<file path="src/rtl/rv32i_multicycle_controller.sv">
// Main control FSM for the RV32I multicycle core. It sequences fetch, decode, execute,
// memory and writeback, and traps on an illegal opcode or a memory timeout.
package rv32i_multicycle_controller_pkg;
  typedef enum logic [3:0] {
    ALU_ADD  = 4'd0,
    ALU_SUB  = 4'd1,
    ALU_SLL  = 4'd2,
    ALU_SLT  = 4'd3,
    ALU_SLTU = 4'd4,
    ALU_XOR  = 4'd5,
    ALU_SRL  = 4'd6,
    ALU_SRA  = 4'd7,
    ALU_OR   = 4'd8,
    ALU_AND  = 4'd9
  } alu_control_t;
endpackage

module rv32i_multicycle_controller
  import rv32i_multicycle_controller_pkg::*;
#(
  parameter int MEM_TIMEOUT = 16,
  parameter int FULL_BRANCH = 1
) (
  input  logic         clk,
  input  logic         rst,
  input  logic         ena,
  input  logic [6:0]   op,
  input  logic [2:0]   funct3,
  input  logic         funct7_5,
  input  logic         zero,
  input  logic         mem_ready,
  output logic         mem_req,
  output logic         mem_write,
  output logic         adr_src,
  output logic         ir_write,
  output logic         pc_write,
  output logic         reg_write,
  output logic [1:0]   alu_src_a,
  output logic [1:0]   alu_src_b,
  output logic [1:0]   res_src,
  output logic [2:0]   imm_src,
  output alu_control_t alu_control,
  output logic         trap,
  output logic         trap_cause
);

  localparam logic [6:0] OP_LOAD   = 7'b0000011;
  localparam logic [6:0] OP_STORE  = 7'b0100011;
  localparam logic [6:0] OP_R      = 7'b0110011;
  localparam logic [6:0] OP_I      = 7'b0010011;
  localparam logic [6:0] OP_LUI    = 7'b0110111;
  localparam logic [6:0] OP_AUIPC  = 7'b0010111;
  localparam logic [6:0] OP_BRANCH = 7'b1100011;
  localparam logic [6:0] OP_JAL    = 7'b1101111;
  localparam logic [6:0] OP_JALR   = 7'b1100111;

  localparam int CW = (MEM_TIMEOUT > 1) ? $clog2(MEM_TIMEOUT + 1) : 1;
  localparam logic [CW-1:0] TO_LAST = CW'((MEM_TIMEOUT > 0) ? MEM_TIMEOUT - 1 : 0);

  typedef enum logic [3:0] {
    FETCH, DECODE, MEMADR, MEMREAD, MEMWB, MEMWRITE, EXECR, EXECI,
    LUI, AUIPC, ALUWB, BRANCH, JAL, JALR_ADDR, JALR_LINK, TRAP
  } state_t;

  state_t       state, state_next;
  logic [CW-1:0] wait_cnt;
  logic         trap_q, cause_q, cause_next;
  logic         waiting, timeout_hit, strobe_en;
  logic         mem_req_c, mem_write_c, ir_write_c, pc_write_c, reg_write_c;
  alu_control_t alu_fn, br_alu;
  logic         br_taken, br_legal;

  assign timeout_hit = (MEM_TIMEOUT != 0) && (wait_cnt == TO_LAST);
  assign strobe_en   = rst && ena;

  always_ff @(posedge clk) begin
    if (!rst) begin
      state    <= FETCH;
      wait_cnt <= '0;
      trap_q   <= 1'b0;
      cause_q  <= 1'b0;
    end else if (ena) begin
      state <= state_next;
      if (state_next != state)
        wait_cnt <= '0;
      else if (waiting)
        wait_cnt <= wait_cnt + 1'b1;
      if (state_next == TRAP && state != TRAP) begin
        trap_q  <= 1'b1;
        cause_q <= cause_next;
      end
    end
  end

  // Arithmetic op for EXECR/EXECI; SRAI carries funct7_5 too, but ADDI must never become SUB.
  always_comb begin
    alu_fn = ALU_ADD;
    case (funct3)
      3'b000:  alu_fn = (op[5] && funct7_5) ? ALU_SUB : ALU_ADD;
      3'b001:  alu_fn = ALU_SLL;
      3'b010:  alu_fn = ALU_SLT;
      3'b011:  alu_fn = ALU_SLTU;
      3'b100:  alu_fn = ALU_XOR;
      3'b101:  alu_fn = funct7_5 ? ALU_SRA : ALU_SRL;
      3'b110:  alu_fn = ALU_OR;
      default: alu_fn = ALU_AND;
    endcase
  end

  // The SLT/SLTU result is 1 when rs1 is less than rs2, so a nonzero result means "less than".
  always_comb begin
    br_alu   = ALU_SUB;
    br_taken = 1'b0;
    br_legal = 1'b0;
    case (funct3)
      3'b000: begin br_legal = 1'b1; br_taken = zero;  end
      3'b001: begin br_legal = 1'b1; br_taken = !zero; end
      3'b100: begin br_alu = ALU_SLT;  br_legal = (FULL_BRANCH != 0); br_taken = !zero; end
      3'b101: begin br_alu = ALU_SLT;  br_legal = (FULL_BRANCH != 0); br_taken = zero;  end
      3'b110: begin br_alu = ALU_SLTU; br_legal = (FULL_BRANCH != 0); br_taken = !zero; end
      3'b111: begin br_alu = ALU_SLTU; br_legal = (FULL_BRANCH != 0); br_taken = zero;  end
      default: ;
    endcase
  end

  always_comb begin
    imm_src = 3'd0;
    case (op)
      OP_STORE:         imm_src = 3'd1;
      OP_BRANCH:        imm_src = 3'd2;
      OP_JAL:           imm_src = 3'd3;
      OP_LUI, OP_AUIPC: imm_src = 3'd4;
      default:          imm_src = 3'd0;
    endcase
  end

  always_comb begin
    state_next  = state;
    cause_next  = 1'b0;
    waiting     = 1'b0;
    mem_req_c   = 1'b0;
    mem_write_c = 1'b0;
    ir_write_c  = 1'b0;
    pc_write_c  = 1'b0;
    reg_write_c = 1'b0;
    adr_src     = 1'b0;
    alu_src_a   = 2'd0;
    alu_src_b   = 2'd0;
    res_src     = 2'd0;
    alu_control = ALU_ADD;
    case (state)
      FETCH: begin
        mem_req_c = 1'b1;
        alu_src_b = 2'd2;
        res_src   = 2'd2;
        if (mem_ready) begin
          ir_write_c = 1'b1;
          pc_write_c = 1'b1;
          state_next = DECODE;
        end else begin
          waiting = 1'b1;
          if (timeout_hit) begin
            state_next = TRAP;
            cause_next = 1'b1;
          end
        end
      end
      DECODE: begin
        alu_src_a = 2'd1;
        alu_src_b = 2'd1;
        case (op)
          OP_LOAD, OP_STORE: state_next = MEMADR;
          OP_R:              state_next = EXECR;
          OP_I:              state_next = EXECI;
          OP_LUI:            state_next = LUI;
          OP_AUIPC:          state_next = AUIPC;
          OP_BRANCH:         state_next = BRANCH;
          OP_JAL:            state_next = JAL;
          OP_JALR:           state_next = JALR_ADDR;
          default:           state_next = TRAP;
        endcase
      end
      MEMADR: begin
        alu_src_a  = 2'd2;
        alu_src_b  = 2'd1;
        state_next = (op == OP_STORE) ? MEMWRITE : MEMREAD;
      end
      MEMREAD, MEMWRITE: begin
        mem_req_c   = 1'b1;
        mem_write_c = (state == MEMWRITE);
        adr_src     = 1'b1;
        if (mem_ready) begin
          state_next = (state == MEMWRITE) ? FETCH : MEMWB;
        end else begin
          waiting = 1'b1;
          if (timeout_hit) begin
            state_next = TRAP;
            cause_next = 1'b1;
          end
        end
      end
      MEMWB: begin
        res_src     = 2'd1;
        reg_write_c = 1'b1;
        state_next  = FETCH;
      end
      EXECR: begin
        alu_src_a   = 2'd2;
        alu_control = alu_fn;
        state_next  = ALUWB;
      end
      EXECI: begin
        alu_src_a   = 2'd2;
        alu_src_b   = 2'd1;
        alu_control = alu_fn;
        state_next  = ALUWB;
      end
      LUI: begin
        alu_src_a  = 2'd3;
        alu_src_b  = 2'd1;
        state_next = ALUWB;
      end
      AUIPC: begin
        alu_src_a  = 2'd1;
        alu_src_b  = 2'd1;
        state_next = ALUWB;
      end
      ALUWB: begin
        reg_write_c = 1'b1;
        state_next  = FETCH;
      end
      BRANCH: begin
        alu_src_a   = 2'd2;
        alu_control = br_alu;
        if (br_legal) begin
          pc_write_c = br_taken;
          state_next = FETCH;
        end else begin
          state_next = TRAP;
        end
      end
      JAL, JALR_LINK: begin
        pc_write_c = 1'b1;
        alu_src_a  = 2'd1;
        alu_src_b  = 2'd2;
        state_next = ALUWB;
      end
      JALR_ADDR: begin
        alu_src_a  = 2'd2;
        alu_src_b  = 2'd1;
        state_next = JALR_LINK;
      end
      TRAP:    state_next = TRAP;
      default: state_next = FETCH;
    endcase
  end

  assign mem_req    = mem_req_c   && strobe_en;
  assign mem_write  = mem_write_c && strobe_en;
  assign ir_write   = ir_write_c  && strobe_en;
  assign pc_write   = pc_write_c  && strobe_en;
  assign reg_write  = reg_write_c && strobe_en;
  assign trap       = trap_q;
  assign trap_cause = cause_q;

endmodule

</file>
<file path="config.mk">
export PLATFORM = sky130hd
export DESIGN_NAME = rv32i_multicycle_controller
export DESIGN_NICKNAME = d
export VERILOG_FILES = /design/src/rtl/rv32i_multicycle_controller.sv
export SDC_FILE = /design/constraint.sdc
export NUM_CORES = 1
export LEC_CHECK = 0
export CAP_MARGIN = 10
export CORE_MARGIN = 4
export CORE_UTILIZATION = 45
export DETAILED_ROUTE_END_ITERATION = 16
export GPL_TIMING_DRIVEN = 0
export HOLD_SLACK_MARGIN = 0.1
export PLACE_DENSITY = 0.75
export SLEW_MARGIN = 40
export SYNTH_ARGS = -nofsm -noshare
export SYNTH_HDL_FRONTEND = slang
export SYNTH_SLANG_ARGS = --single-unit
export TNS_END_PERCENT = 5
</file>
<file path="constraint.sdc">
create_clock -name clk -period 3.15 [get_ports clk]
set_input_delay 0.63 -clock clk [delete_from_list [all_inputs] [get_ports clk]]
set_output_delay 0.63 -clock clk [all_outputs]
set_load 0.01 [all_outputs]
</file>
==> results of run 1 <==
stage by stage:
step | setup slack, ns | util | hold WS (ns)
5_1_grt | -0.002299 | 0.6254 | 0.5030
3_5_place_dp | -0.2523 | 0.6022 | 0.4706
6_report | 0.08638 | 0.6254 | 0.4783
3_3_place_gp | -0.1824 | 0.6022 | 0.4471
4_1_cts | 0.006645 | 0.6118 | 0.4843
2_1_floorplan | 0.3941 | - | 0.4480
worst max path at each step:
stage | startpoint | slack [ns] | endpoint | cells after the start
floorplan | op[2] | 0.39 | wait_cnt[1]$_SDFFE_PN0P_ | 7
global placement | op[1] | -0.18 | wait_cnt[1]$_SDFFE_PN0P_ | 8
detailed placement | op[1] | -0.25 | wait_cnt[1]$_SDFFE_PN0P_ | 8
CTS | state[1]$_SDFFE_PN0P_ | 0.007 | alu_control[1] | 6
global route | state[1]$_SDFFE_PN0P_ | -0.002 | alu_control[1] | 8
finish | op[1] | 0.09 | wait_cnt[1]$_SDFFE_PN0P_ | 8
per-layer routing:
metal  routed length [um]  vias to the layer above  global-route usage
met3                  236                        2             0.02842
met2                 2037                       55              0.3533
met1                 1761                      762              0.2602
met4                   16                        0             0.03504
met5                    0                        -                   0
li1                     -                      804                   -
cells by family (layout without fill, tap and decap cells):
| group | Yosys count | count (layout) | share of synthesized area |
|---|---|---|---|
| buffers and inverters | 22 | 57 | 0.07894 |
| adder cells (fa/ha/maj) | 2 | 2 | 0.01815 |
| multiplexers | 5 | 5 | 0.03721 |
| XOR/XNOR | 3 | 3 | 0.01906 |
| flip-flops | 11 | 11 | 0.1597 |
| AND/OR/NAND/NOR | 95 | 95 | 0.3802 |
| AO/OA/AOI/OAI | 60 | 60 | 0.3067 |
flip-flops by register name (all words and copies together), names as in the netlist:
signal,cells
trap,1
wait_cnt,5
state,4
trap_cause,1
cell type report:
class / instances / area [um^2]
timing repair buffer: 31 / 312.8
multi-input combinational: 165 / 1069
fill: 274 / 1069
tap: 31 / 38.79
sequential: 11 / 220.2
clock buffer: 4 / 26.28
buffer: 17 / 98.84
inverter: 5 / 18.77
critical path, cell delays in order:
cell,delay [ns]
clkdlybuf4s50_1,0.52
nand2_1,0.12
o41a_1,0.38
nor4_4,0.30
mux2i_1,0.15
or4_4,0.54
or4b_1,0.49
a21boi_1,0.14
cells in the final DEF, fill, tap and decap left out, types with 3 or more instances in the layout:
master           count
a21boi_0             3
o211ai_1             3
a211o_2              3
nand2b_1             4
nor3b_1              4
buf_2                4
nor3_1               5
a21oi_1              8
clkbuf_4             5
dfxtp_1             11
clkbuf_2             3
clkdlybuf4s50_1     28
nor4_1               3
inv_1                5
mux2i_1              4
nand2_1             26
a31oi_1              3
and3_1               3
nand3_1              5
nor2b_1              6
and2_1               4
clkbuf_1             5
nor2_1              18
o21ai_0             16
power groups by stage:
stage / combinational, mW / sequential [mW] / clock [mW]
2_1_floorplan: 0.300 / 0.163 / 0
3_3_place_gp: 0.433 / 0.166 / 0
3_5_place_dp: 0.442 / 0.167 / 0
4_1_cts: 0.444 / 0.163 / 0.0978
5_1_grt: 0.501 / 0.166 / 0.111
6_report: 0.462 / 0.164 / 0.0989
repair_timing:
action                                 in CTS  in global routing
resized for setup                           1                 12
setup endpoints to repair                   5                  9
pin swaps                                   0                  1
setup buffers                               0                  1
hold buffers                                0                  0
endpoints found under the hold margin       0                  0
==> reports/results.ini, run 1 <==
[worst_setup_path]
critPathRequiredTime_ns=3.35
ff2ff_path_depth=10
worstSetupPathType=in2reg
worstPathArrival_ns=3.27
startpoint_type=input pin
r2r-end=wait_cnt[1]$_SDFFE_PN0P_
end_kind=flip-flop
ff2ff_setup_slack_ns=0.15
critPathMaxFanout=5
crit-reg2reg-launch=wait_cnt[0]$_SDFFE_PN0P_

[die]
die_w_um=63.36
fp.dieH_um=63.36
die_area_um2=4014
core_area_um2=2853
ios=37
initial_utilization=0.4833
rows=19

[placement]
place_hpwl_mm=3.182
dp.cells=259
io_buffers=30
dpl_cell_area_um2=1718
finalWeightedCongestion=0.9003

[clocking]
clk_pin_slew_ns=0.08
clk_latency_ns=0.26
cts_sinks=11
h-tree-depth=1
cts_root_buf=clkbuf_4
cts_tree=yes
clockBufferDepth=2
cts-buffers-inserted=3

[global_route]
grt_use_total=0.2006
first_global_vias=1537
grt_pass1_wl_mm=6.858
antenna_found_initial=0
grt_max_degree=11
overflow=0

[synthesis]
synthTopCellsByCount=26 x nand2_1, 18 x nor2_1, 16 x o21ai_0, 11 x dfxtp_1, 8 x a21oi_1
synth_async_sr_flop_share=0
ys_ff_latch=11
synth_cell_types=62
synth_top_area_share=0.1597
synth_enable_flop_cells=0
avgSynthCellArea_um2=6.964
yosysSeqAreaShare=0.1597
ys.flop_type=dfxtp_1
yosysWarnings=0
synth_most_common_cell=nand2_1
syn_nets=216
synthCells=198
syn_area_um2=1379
synthTopCellsByArea=dfxtp_1 16%, nand2_1 7.1%, o21ai_0 5.8%
yosysTopAreaCell=dfxtp_1

[power_and_ir_drop]
p_total_mw=0.7243
p_int_mw=0.4060
pwr-share-comb=0.637
ir_drop_mv=0.3081
clkPwrFrac=0.137
p_sw_frac=0.4395
power_density_nw_per_um2=405.9
seq_power_share=0.226
p_sw_mw=0.3183
p_leak_nw=0.6921

[routing]
num_vias=1623
post-route-drc-count=0
drtIter0Drc=91
wire_per_inst_um=15.35
drt_wl_total_mm=4.052
viasPerCell=6.148
first_pass_iters=4
detail-route-antenna-nets=0

[run_status]
status=completed

[cells_and_area]
area_growth_pct=29.40
instances_no_fill=264
nets=252
drive_gt1_frac=0.1330
fin_area_um2=1784
n_antenna_cell=0

[min_path]
whs_path_depth=2
min_to=trap$_SDFFE_PN0P_
hold_start=trap$_SDFFE_PN0P_
hold_path.class=reg2reg

[timing]
slew_headroom=0.5474
worstMarginPinSlew_ns=0.6694
slew_violations=0
finClkSkew_ns=0.0006744
min_period_over_period=0.9726
min_period_ns=3.064
tns_ns=0
finalHoldViolCount=0
finalSetupViolations=0
timing.fmax_ghz=0.3264

[run]
maxCapViolCount=0

Power figures use the tool's default switching activity.
==> inputs of run 2 (changes only) <==
--- a/config.mk
+++ b/config.mk
@@ -8,10 +8,12 @@
 export CAP_MARGIN = 10
 export CORE_MARGIN = 4
 export CORE_UTILIZATION = 45
+export CTS_CLUSTER_DIAMETER = 80
 export DETAILED_ROUTE_END_ITERATION = 16
 export GPL_TIMING_DRIVEN = 0
 export HOLD_SLACK_MARGIN = 0.1
 export PLACE_DENSITY = 0.75
+export RECOVER_POWER = 100
 export SLEW_MARGIN = 40
 export SYNTH_ARGS = -nofsm -noshare
 export SYNTH_HDL_FRONTEND = slang
==> reports/results.ini, run 2 (synthesis gave the netlist of run 1 again) <==
[global_route]
first_global_vias=1537  ; unchanged
grt_pass1_wl_mm=6.858  ; unchanged
overflow=0  ; unchanged
grt_max_degree=11  ; unchanged
grt_use_total=0.2006  ; unchanged
antenna_found_initial=0  ; unchanged

[cells_and_area]
nets=252  ; unchanged
drive_gt1_frac=0.1288  ; was 0.1330
final.fill_count=276  ; was 274
multi_input_area_um2=1062  ; was 1069 um^2
instances_no_fill=264  ; unchanged
largest_register_ffs=5  ; unchanged
mostFrequentLayoutCell=nand2_1  ; was clkdlybuf4s50_1
register_area_um2=220.2  ; unchanged
n_antenna_cell=0  ; unchanged
reg_top3=wait_cnt (5), state (4)  ; unchanged
area_growth_pct=28.95  ; was 29.40%
regMostFlops=wait_cnt  ; unchanged
final_cell_mix=26 x nand2_1, 18 x nor2_1, 17 x clkdlybuf4s50_1  ; was 28 x clkdlybuf4s50_1, 26 x nand2_1, 18 x nor2_1

[timing]
finalSetupViolations=0  ; unchanged
tns_ns=0  ; unchanged
timing.fmax_ghz=0.3263  ; was 0.3264 GHz
rsz0062_at_grt=false
min_period_ns=3.064  ; about the same
min_period_over_period=0.9728  ; was 0.9726
finClkSkew_ns=0.0008499  ; was 0.0006744 ns
worst_slack_ns=0.08567  ; was 0.08638 ns
slew_violations=0  ; unchanged
finalHoldViolCount=0  ; unchanged
worstMarginPinSlew_ns=0.6661  ; was 0.6694 ns
slew_headroom=0.5497  ; was 0.5474
hold_ws_ns=0.4752  ; was 0.4783 ns

[die]
initial_utilization=0.4833  ; unchanged
core_area_um2=2853  ; unchanged
die_area_um2=4014  ; unchanged
die_w_um=63.36  ; unchanged
fp.dieH_um=63.36  ; unchanged
rows=19  ; unchanged
ios=37  ; unchanged

[worst_setup_path]
startpoint_type=input pin  ; unchanged
critPathMaxFanout=5  ; unchanged
end_kind=flip-flop  ; unchanged
cp_top_family=simple AND/OR/NAND/NOR gates  ; unchanged
worstSetupPathType=in2reg  ; unchanged
max_stage_delay_ns=0.54  ; about the same
critPathRequiredTime_ns=3.35  ; about the same
crit_slowest_cell=or4_4  ; unchanged
worstPathArrival_ns=3.27  ; about the same
cp_num_buf_inv=1  ; unchanged
crit_chain=clkdlybuf4s50_1 > nand2_1 > o41a_1 > nor4_4 > mux2i_1 > or4_4 > or4b_1 > a21boi_1  ; unchanged

[power_and_ir_drop]
p_total_mw=0.7143  ; was 0.7243 mW
ir_drop_mv=0.3044  ; was 0.3081 mV
p_sw_frac=0.4404  ; was 0.4395
clkPwrFrac=0.136  ; was 0.137
power_density_nw_per_um2=401.7  ; was 405.9 nW/um^2
p_int_mw=0.3997  ; was 0.4060 mW
p_leak_nw=0.7239  ; was 0.6921 nW
pwr-share-comb=0.634  ; was 0.637
seq_power_share=0.230  ; was 0.226
p_sw_mw=0.3146  ; was 0.3183 mW

[run_status]
status=completed  ; unchanged

[routing]
post-route-drc-count=0  ; unchanged
detail-route-antenna-nets=0  ; unchanged
drtIter0Drc=130  ; was 91
wire_per_inst_um=15.26  ; was 15.35 um
drt_wl_total_mm=4.028  ; was 4.052 mm
first_pass_iters=4  ; unchanged
viasPerCell=6.148  ; unchanged
num_vias=1623  ; unchanged

[clocking]
cts_root_buf=clkbuf_4  ; unchanged
clk_latency_ns=0.26  ; about the same
cts_sinks=11  ; unchanged
h-tree-depth=1  ; unchanged
cts-buffers-inserted=3  ; unchanged
clockBufferDepth=2  ; unchanged
cts_tree=yes  ; unchanged
clk_pin_slew_ns=0.07  ; was 0.08 ns

[placement]
post-place-ws_ns=-0.2523  ; unchanged
place_hpwl_mm=3.182  ; unchanged
finalWeightedCongestion=0.9003  ; unchanged
io_buffers=30  ; unchanged
dp.cells=259  ; unchanged

[min_path]
hold_path.class=reg2reg  ; unchanged

[run]
maxCapViolCount=0  ; unchanged

-- run 2: changes by cell type in the layout (fill, tap and decap cells not counted), sizes merged --
cell	previous run	this run
buf	9	7
dlygate4sd3	0	11
clkdlybuf4s50	28	17
clkbuf	13	15
-- run 2: worst paths after layout --
check / slack, ns / start / endpoint / cells after the start
worst max register to register: 0.15 / wait_cnt[0]$_SDFFE_PN0P_ / wait_cnt[1]$_SDFFE_PN0P_ / 10
worst min-delay path: 0.48 / trap$_SDFFE_PN0P_ / trap$_SDFFE_PN0P_ / 2
worst max-delay path: 0.09 / op[1] / wait_cnt[1]$_SDFFE_PN0P_ / 8
worst min register to register: 0.48 / trap$_SDFFE_PN0P_ / trap$_SDFFE_PN0P_ / 2
-- run 2: routing by layer --
layer | routed length, um | GRT usage | up-vias
met2 | 2022 | 0.3533 | 59
met3 | 270 | 0.02842 | 2
met1 | 1719 | 0.2602 | 754
li1 | - | - | 808
met5 | 0 | 0 | -
met4 | 16 | 0.03504 | 0
-- run 2: worst reg2reg max path, stage by stage, from the launching register on --
cell,delay [ns]
dfxtp_1,0.34
ha_1,0.23
and3_1,0.19
ha_2,0.20
nor3b_1,0.14
o211a_1,0.18
nor4_4,0.34
mux2i_1,0.15
or4_4,0.54
or4b_1,0.49
a21boi_1,0.14
-- run 2: power by group through the flow --
stage / Sequential [mW] / Clock [mW] / Combinational, mW
4_1_cts: 0.163 / 0.0978 / 0.444
6_report: 0.164 / 0.0972 / 0.453
2_1_floorplan: 0.163 / 0 / 0.300
3_5_place_dp: 0.167 / 0 / 0.442
3_3_place_gp: 0.166 / 0 / 0.433
5_1_grt: 0.167 / 0.111 / 0.493
-- run 2: timing repair --
action                     CTS  global route
hold buffers                 0             0
setup buffers                0             1
pin swaps                    0             1
setup endpoints to repair    5             9
gates resized for setup      1            12
-- run 2: stage by stage --
stage,area [um^2],util
finish,1778,0.6232
global route,1778,0.6232
CTS,1745,0.6118
detailed placement,1718,0.6022
global placement,1718,0.6022
floorplan,1379,-
-- run 2: area by class of cell --
type | instances | area share
inverters | 5 | 0.01056
well taps | 31 | 0.02182
flip-flops and latches | 11 | 0.1239
multi-input cells | 165 | 0.5975
plain buffers | 17 | 0.05559
clock buffers | 4 | 0.01478
repair buffers | 31 | 0.1759
==> inputs of run 3 (changes only) <==
--- a/config.mk
+++ b/config.mk
@@ -14,7 +14,7 @@
 export HOLD_SLACK_MARGIN = 0.1
 export PLACE_DENSITY = 0.75
 export RECOVER_POWER = 100
-export SLEW_MARGIN = 40
+export SLEW_MARGIN = 30
 export SYNTH_ARGS = -nofsm -noshare
 export SYNTH_HDL_FRONTEND = slang
 export SYNTH_SLANG_ARGS = --single-unit
==> results of run 3 <==
No change in the layout: final DEF, timing and power equal those of run 2.
